[config.mk]
export PLATFORM = sky130hd
export DESIGN_NAME = digit_entry
export DESIGN_NICKNAME = d
export VERILOG_FILES = /design/src/rtl/passcode_pkg.sv /design/src/rtl/idle_timer.sv /design/src/rtl/digit_entry.sv
export SDC_FILE = /design/constraint.sdc
export NUM_CORES = 1
export LEC_CHECK = 0
export ABC_AREA = 1
export BUFFER_PORTS_ARGS = -buffer_cell sky130_fd_sc_hd__buf_2
export CAP_MARGIN = 20
export CORE_AREA = 2 2 80 82
export DETAILED_ROUTE_END_ITERATION = 6
export DIE_AREA = 0 0 82 84
export PLACE_DENSITY = 0.78
export RECOVER_POWER = 50
export SYNTH_ARGS = -nofsm -noshare
export SYNTH_HDL_FRONTEND = slang
export SYNTH_SLANG_ARGS = --single-unit
[constraint.sdc]
create_clock -name clk_i -period 2.35 [get_ports clk_i]
set_clock_uncertainty 0.1 [all_clocks]
set_input_delay 0.47 -clock clk_i [delete_from_list [all_inputs] [get_ports clk_i]]
set_output_delay 0.47 -clock clk_i [all_outputs]
set_load 0.1 [all_outputs]
[src/rtl/passcode_pkg.sv]
// passcode_pkg
// Shared definitions for the passcode entry path: digit count, keypad
// control codes, the digit-entry state encoding and a key classifier.
// The downstream comparator imports NUM_DIGITS from here so both sides
// agree on the code length.
package passcode_pkg;

    localparam int NUM_DIGITS = 4;

    localparam logic [3:0] KEY_BACKSPACE = 4'hA;
    localparam logic [3:0] KEY_CLEAR     = 4'hB;
    localparam logic [3:0] KEY_ENTER     = 4'hC;

    typedef enum logic [1:0] {
        IDLE   = 2'd0,
        ENTRY  = 2'd1,
        SUBMIT = 2'd2
    } entry_state_t;

    // Codes 0..C carry meaning; D..F are dropped without side effects.
    function automatic logic is_accepted_code(input logic [3:0] code);
        return (code <= KEY_ENTER);
    endfunction

    function automatic logic is_digit_code(input logic [3:0] code);
        return (code <= 4'h9);
    endfunction

endpackage

[src/rtl/idle_timer.sv]
// idle_timer
// Counts idle cycles while run_i is high and flags when the count would
// reach TIMEOUT_CYCLES, so the owner can clear on that same edge.
// Ports:
//   clk_i    rising-edge clock
//   rst_i    synchronous active-high reset
//   run_i    count enable (entry in progress)
//   kick_i   restart from zero (an accepted key)
//   expire_o one-cycle pulse, high in the cycle whose closing edge is the
//            TIMEOUT_CYCLES-th idle edge
module idle_timer #(
    parameter int TIMEOUT_CYCLES = 50_000_000
) (
    input  logic clk_i,
    input  logic rst_i,
    input  logic run_i,
    input  logic kick_i,
    output logic expire_o
);
    import passcode_pkg::*;

    localparam int              CW   = $clog2(TIMEOUT_CYCLES + 1);
    localparam logic [CW-1:0]   LAST = CW'(TIMEOUT_CYCLES - 1);

    logic [CW-1:0] cnt_q;
    logic [CW-1:0] cnt_d;

    // Expiry is decoded from the registered count so the owner's registered
    // clear lands exactly TIMEOUT_CYCLES edges after the last kick; a kick in
    // the same cycle wins over the timeout.
    assign expire_o = run_i & ~kick_i & (cnt_q == LAST);

    // Next count: hold at zero when not running, restart on kick or expiry.
    always_comb begin
        cnt_d = cnt_q;
        if (!run_i || kick_i || expire_o) begin
            cnt_d = '0;
        end else begin
            cnt_d = cnt_q + CW'(1);
        end
    end

    // Counter register.
    always_ff @(posedge clk_i) begin
        if (rst_i) begin
            cnt_q <= '0;
        end else begin
            cnt_q <= cnt_d;
        end
    end

endmodule

[src/rtl/digit_entry.sv]
// digit_entry
// Keypad digit-entry buffer feeding the passcode comparator. Collects up
// to four BCD digits in entry order with backspace, clear, enter and an
// idle timeout, and presents a completed code with a submit pulse.
// Ports:
//   clk_i, rst_i           clock, synchronous active-high reset
//   key_valid_i/key_code_i one-cycle key strobe and its code
//   bcd_0_o..bcd_3_o       digits in entry order, unentered read 0
//   count_o                digits held (0..4)
//   full_o                 count_o == 4
//   submit_o               one-cycle pulse, code valid for the comparator
//   error_o                one-cycle pulse on enter with a short code
module digit_entry #(
    parameter int TIMEOUT_CYCLES = 50_000_000
) (
    input  logic       clk_i,
    input  logic       rst_i,
    input  logic       key_valid_i,
    input  logic [3:0] key_code_i,
    output logic [3:0] bcd_0_o,
    output logic [3:0] bcd_1_o,
    output logic [3:0] bcd_2_o,
    output logic [3:0] bcd_3_o,
    output logic [2:0] count_o,
    output logic       full_o,
    output logic       submit_o,
    output logic       error_o
);
    import passcode_pkg::*;

    entry_state_t state_q;
    entry_state_t state_d;
    logic [3:0]   digits_q [NUM_DIGITS];
    logic [3:0]   digits_d [NUM_DIGITS];
    logic [2:0]   count_q;
    logic [2:0]   count_d;
    logic         full_q;
    logic         full_d;
    logic         submit_q;
    logic         submit_d;
    logic         error_q;
    logic         error_d;

    logic         key_accepted;
    logic         timer_kick;
    logic         timer_run;
    logic         timer_expire;
    logic [2:0]   last_idx;

    // Keys arriving in the SUBMIT cycle are dropped, so they neither act nor
    // restart the timer.
    assign key_accepted = key_valid_i & is_accepted_code(key_code_i);
    assign timer_kick   = key_accepted & (state_q != SUBMIT);
    assign timer_run    = (state_q == ENTRY);
    assign last_idx     = count_q - 3'd1;

    idle_timer #(
        .TIMEOUT_CYCLES (TIMEOUT_CYCLES)
    ) u_idle_timer (
        .clk_i    (clk_i),
        .rst_i    (rst_i),
        .run_i    (timer_run),
        .kick_i   (timer_kick),
        .expire_o (timer_expire)
    );

    // Next-state, digit file and pulse logic; key strobe outranks timeout.
    always_comb begin
        state_d  = state_q;
        digits_d = digits_q;
        count_d  = count_q;
        submit_d = 1'b0;
        error_d  = 1'b0;

        case (state_q)
            SUBMIT: begin
                digits_d = '{default: 4'h0};
                count_d  = 3'd0;
                state_d  = IDLE;
            end
            IDLE, ENTRY: begin
                if (key_accepted) begin
                    if (is_digit_code(key_code_i)) begin
                        if (count_q < 3'(NUM_DIGITS)) begin
                            digits_d[count_q[1:0]] = key_code_i;
                            count_d = count_q + 3'd1;
                            state_d = ENTRY;
                        end else begin
                            // Full: the key only restarts the idle timer.
                            count_d = count_q;
                        end
                    end else begin
                        case (key_code_i)
                            KEY_BACKSPACE: begin
                                if (count_q != 3'd0) begin
                                    digits_d[last_idx[1:0]] = 4'h0;
                                    count_d = last_idx;
                                    state_d = (last_idx == 3'd0) ? IDLE : ENTRY;
                                end else begin
                                    count_d = count_q;
                                end
                            end
                            KEY_CLEAR: begin
                                digits_d = '{default: 4'h0};
                                count_d  = 3'd0;
                                state_d  = IDLE;
                            end
                            KEY_ENTER: begin
                                if (count_q == 3'(NUM_DIGITS)) begin
                                    submit_d = 1'b1;
                                    state_d  = SUBMIT;
                                end else begin
                                    // Short code is discarded in the same edge
                                    // that raises the error pulse.
                                    error_d  = 1'b1;
                                    digits_d = '{default: 4'h0};
                                    count_d  = 3'd0;
                                    state_d  = IDLE;
                                end
                            end
                            default: begin
                                state_d = state_q;
                            end
                        endcase
                    end
                end else if (timer_expire) begin
                    digits_d = '{default: 4'h0};
                    count_d  = 3'd0;
                    state_d  = IDLE;
                end else begin
                    state_d = state_q;
                end
            end
            default: begin
                digits_d = '{default: 4'h0};
                count_d  = 3'd0;
                state_d  = IDLE;
            end
        endcase

        full_d = (count_d == 3'(NUM_DIGITS));
    end

    // State, digit file and output registers.
    always_ff @(posedge clk_i) begin
        if (rst_i) begin
            state_q  <= IDLE;
            digits_q <= '{default: 4'h0};
            count_q  <= 3'd0;
            full_q   <= 1'b0;
            submit_q <= 1'b0;
            error_q  <= 1'b0;
        end else begin
            state_q  <= state_d;
            digits_q <= digits_d;
            count_q  <= count_d;
            full_q   <= full_d;
            submit_q <= submit_d;
            error_q  <= error_d;
        end
    end

    assign bcd_0_o  = digits_q[0];
    assign bcd_1_o  = digits_q[1];
    assign bcd_2_o  = digits_q[2];
    assign bcd_3_o  = digits_q[3];
    assign count_o  = count_q;
    assign full_o   = full_q;
    assign submit_o = submit_q;
    assign error_o  = error_q;

endmodule
==> run summary <==
status = complete, no violations
top-area cell type share of the netlist area = 30.9%
Setup crit end = bcd_1_o[0]
total track usage = 23.0%
TNS Setup = 0 ns
Initial Util = 53.1%
worst slew pin tran = 1.18 ns
Period minus WS final = 2.10 ns
# rows = 29
root buffer cell = clkbuf_8
pin count of the biggest net entering global routing = 22
Reg-to-Reg End = bcd_1_o[0]
Die Ht = 84 um
Antenna Cells = 0
CTS H-tree lvls = 2
final period utilization = 89.6%
wire per inst = 11.9 um
largest area contributor in the netlist = dfxtp_1
DRC errors left = 0
initial antenna violation count = 0
CP Max Fanout = 20
core area = 6100 um^2
reg2reg start = count_o[0]
MaxCap Viol Count = 0
WP data required = 2.49 ns
Final Hold Fails = 0
DIE AREA = 6890 um^2
Synth-to-Final Area Change = 9.50%
Syn Nets = 533
Mapped Area = 3240 um^2
Yosys warning total = 0
Vias/cell = 5.14
CTS tree = yes
Hold/Removal Path Class = flop to flop
Leak Pwr = 1.56 nW
CP Data Arrival Time = 2.24 ns
final setup fails = 0
Detailed Route WL = 7.50 mm
CTS max path bufs = 2
Die X = 82 um
Worst VDD drop = 290 uV
routability cong. = 0.929
Worst-path clk slew = 0.09 ns
hold path startpoint = u_idle_timer.cnt_q[0]
Crit Path Category = flop to flop
Mapped Cells = 520
I/O pins = 29
TritonCTS Buffers = 5
Crit. End Element = flop
Rel. slew slack = 21.9%
PwrDens = 581 nW/um^2
Reg2Reg Setup Slack = 0.25 ns
# nets final = 564
post-synthesis register bit count = 50
cells on worst reg2reg path = 12
hpwl dp = 5.56 mm
share of cells above drive strength 1 = 11.8%
DP Area = 3460 um^2
hold-fix buffers at CTS = 0
register area share after synthesis = 30.9%
number of global-route vias before repair = 3070
ANT nets after route = 0
Slew Limit Fails = 0
number of buffers added on ports = 28
Seq. cell area = 1000 um^2
Syn Area/Cell = 6.23 um^2
Setup Buffers After CTS = 0
Fillers = 617
gr ovfl total = 0
Setup crit start = count_o[0]
drt pass-1 iters = 5
total number of vias = 3233
Fmax = 475 MHz
CTS resizes = 0
Synth area leaders = dfxtp_1 (31%), nor2_1 (14%), nand2_1 (14%), inv_1 (7.9%), nand3_1 (5.4%)
RSZ-0062 raised after global routing = false
Clock Sinks = 50
Multi-input gate area = 1890 um^2
post-synthesis cell type count = 32
first-pass GRT wire length = 12.9 mm
Clock Latency Late Sink = 0.31 ns
Startpoint Class = flop
initial drt markers = 166
post-route cell area = 3550 um^2
cell usage after synthesis, drive strengths merged:
library cell	number
nor3b	2
nor2	127
nand4	22
nand2	128
xor2	7
and3	1
ha	6
buf	11
nor3	10
nor4	2
a21oi	19
xnor2	4
clkinv	1
nand3	40
o211ai	2
inv	73
o21ai	4
dfxtp	50
or2	11
layout make-up:
type | count | area share, %
clock inverter | 2 | 1.06
timing repair buffer | 35 | 4.87
tap | 77 | 2.72
multi-input combinational | 385 | 53.2
sequential | 50 | 28.3
clock buffer | 6 | 2.05
inverter | 74 | 7.87
cell usage in the layout (no fill, tap or decap), types with 4 or more instances in the layout:
cell,synthesis,layout
inv_2,5,5
ha_1,6,6
clkbuf_8,0,5
or2_2,11,11
nand2_2,4,4
buf_2,9,6
nand4_1,22,22
nand3_1,35,35
a21oi_1,19,19
buf_4,0,7
inv_1,68,68
nor2_1,121,122
xnor2_1,4,4
nand3_4,4,4
xor2_1,7,7
nand2_1,120,120
clkbuf_2,0,6
dfxtp_1,50,48
nor3_1,9,9
clkbuf_1,0,17
power breakdown:
group | switching [mW] | internal, mW | total, mW
Sequential | 0.0244 | 0.880 | 0.904
Clock | 0.295 | 0.318 | 0.613
Combinational | 0.429 | 0.116 | 0.545
Total | 0.749 | 1.31 | 2.06
metrics by stage:
step                      power [mW]  util, %  instances  setup slack (ns)  hold WS [ns]
after CTS                       2.08     58.6        629             0.254         0.352
after floorplan                 1.38        -        520            0.0525         0.318
after global routing            2.16     58.2        629            0.0673         0.396
after global placement          1.47     56.8        621             0.345         0.330
final                           2.06     58.2        629             0.245         0.348
after detailed placement        1.47     56.8        621             0.287         0.336
cells by family (layout without fill, tap and decap cells):
family	Yosys count	after routing	synth area share (%)
buf+inv	85	117	10.8
flops	50	50	30.9
xor+xnor	11	11	2.97
fa+ha+maj	6	6	2.32
simple gates	343	343	48.8
compound gates	25	25	4.17
per-layer routing:
layer  GRT usage, %  up-vias  share of wire [%]
li1               -     1678                  -
met1           26.9     1446                 43
met2           41.3       95                 51
met3           3.79       14                4.4
met4           7.58        0                1.7
met5              0        -                  0
registers in the layout (all words and copies together) (netlist names):
name	cells
u_idle_timer.cnt_q	26
error_o	1
bcd_0_o	4
count_o	3
full_o	1
bcd_1_o	4
bcd_2_o	4
bcd_3_o	4
state_q	2
submit_o	1
critical path: stages (launching register included):
cell	delay, ns
dfxtp_2	0.41
inv_1	0.12
ha_1	0.28
nand2_1	0.09
inv_1	0.06
nand4_1	0.13
o21ai_1	0.09
nor2_1	0.10
buf_4	0.30
nand3_4	0.13
nand2_1	0.08
inv_1	0.04
nor2_1	0.11
worst min path at each step:
stage                             to  cells after the start  slack, ns
2_1_floorplan  u_idle_timer.cnt_q[0]                      1       0.32
3_3_place_gp   u_idle_timer.cnt_q[0]                      1       0.33
3_5_place_dp   u_idle_timer.cnt_q[0]                      1       0.34
4_1_cts        u_idle_timer.cnt_q[0]                      1       0.35
5_1_grt                   state_q[0]                      2       0.40
6_report       u_idle_timer.cnt_q[0]                      1       0.35
(Power assumes the default switching activity.)
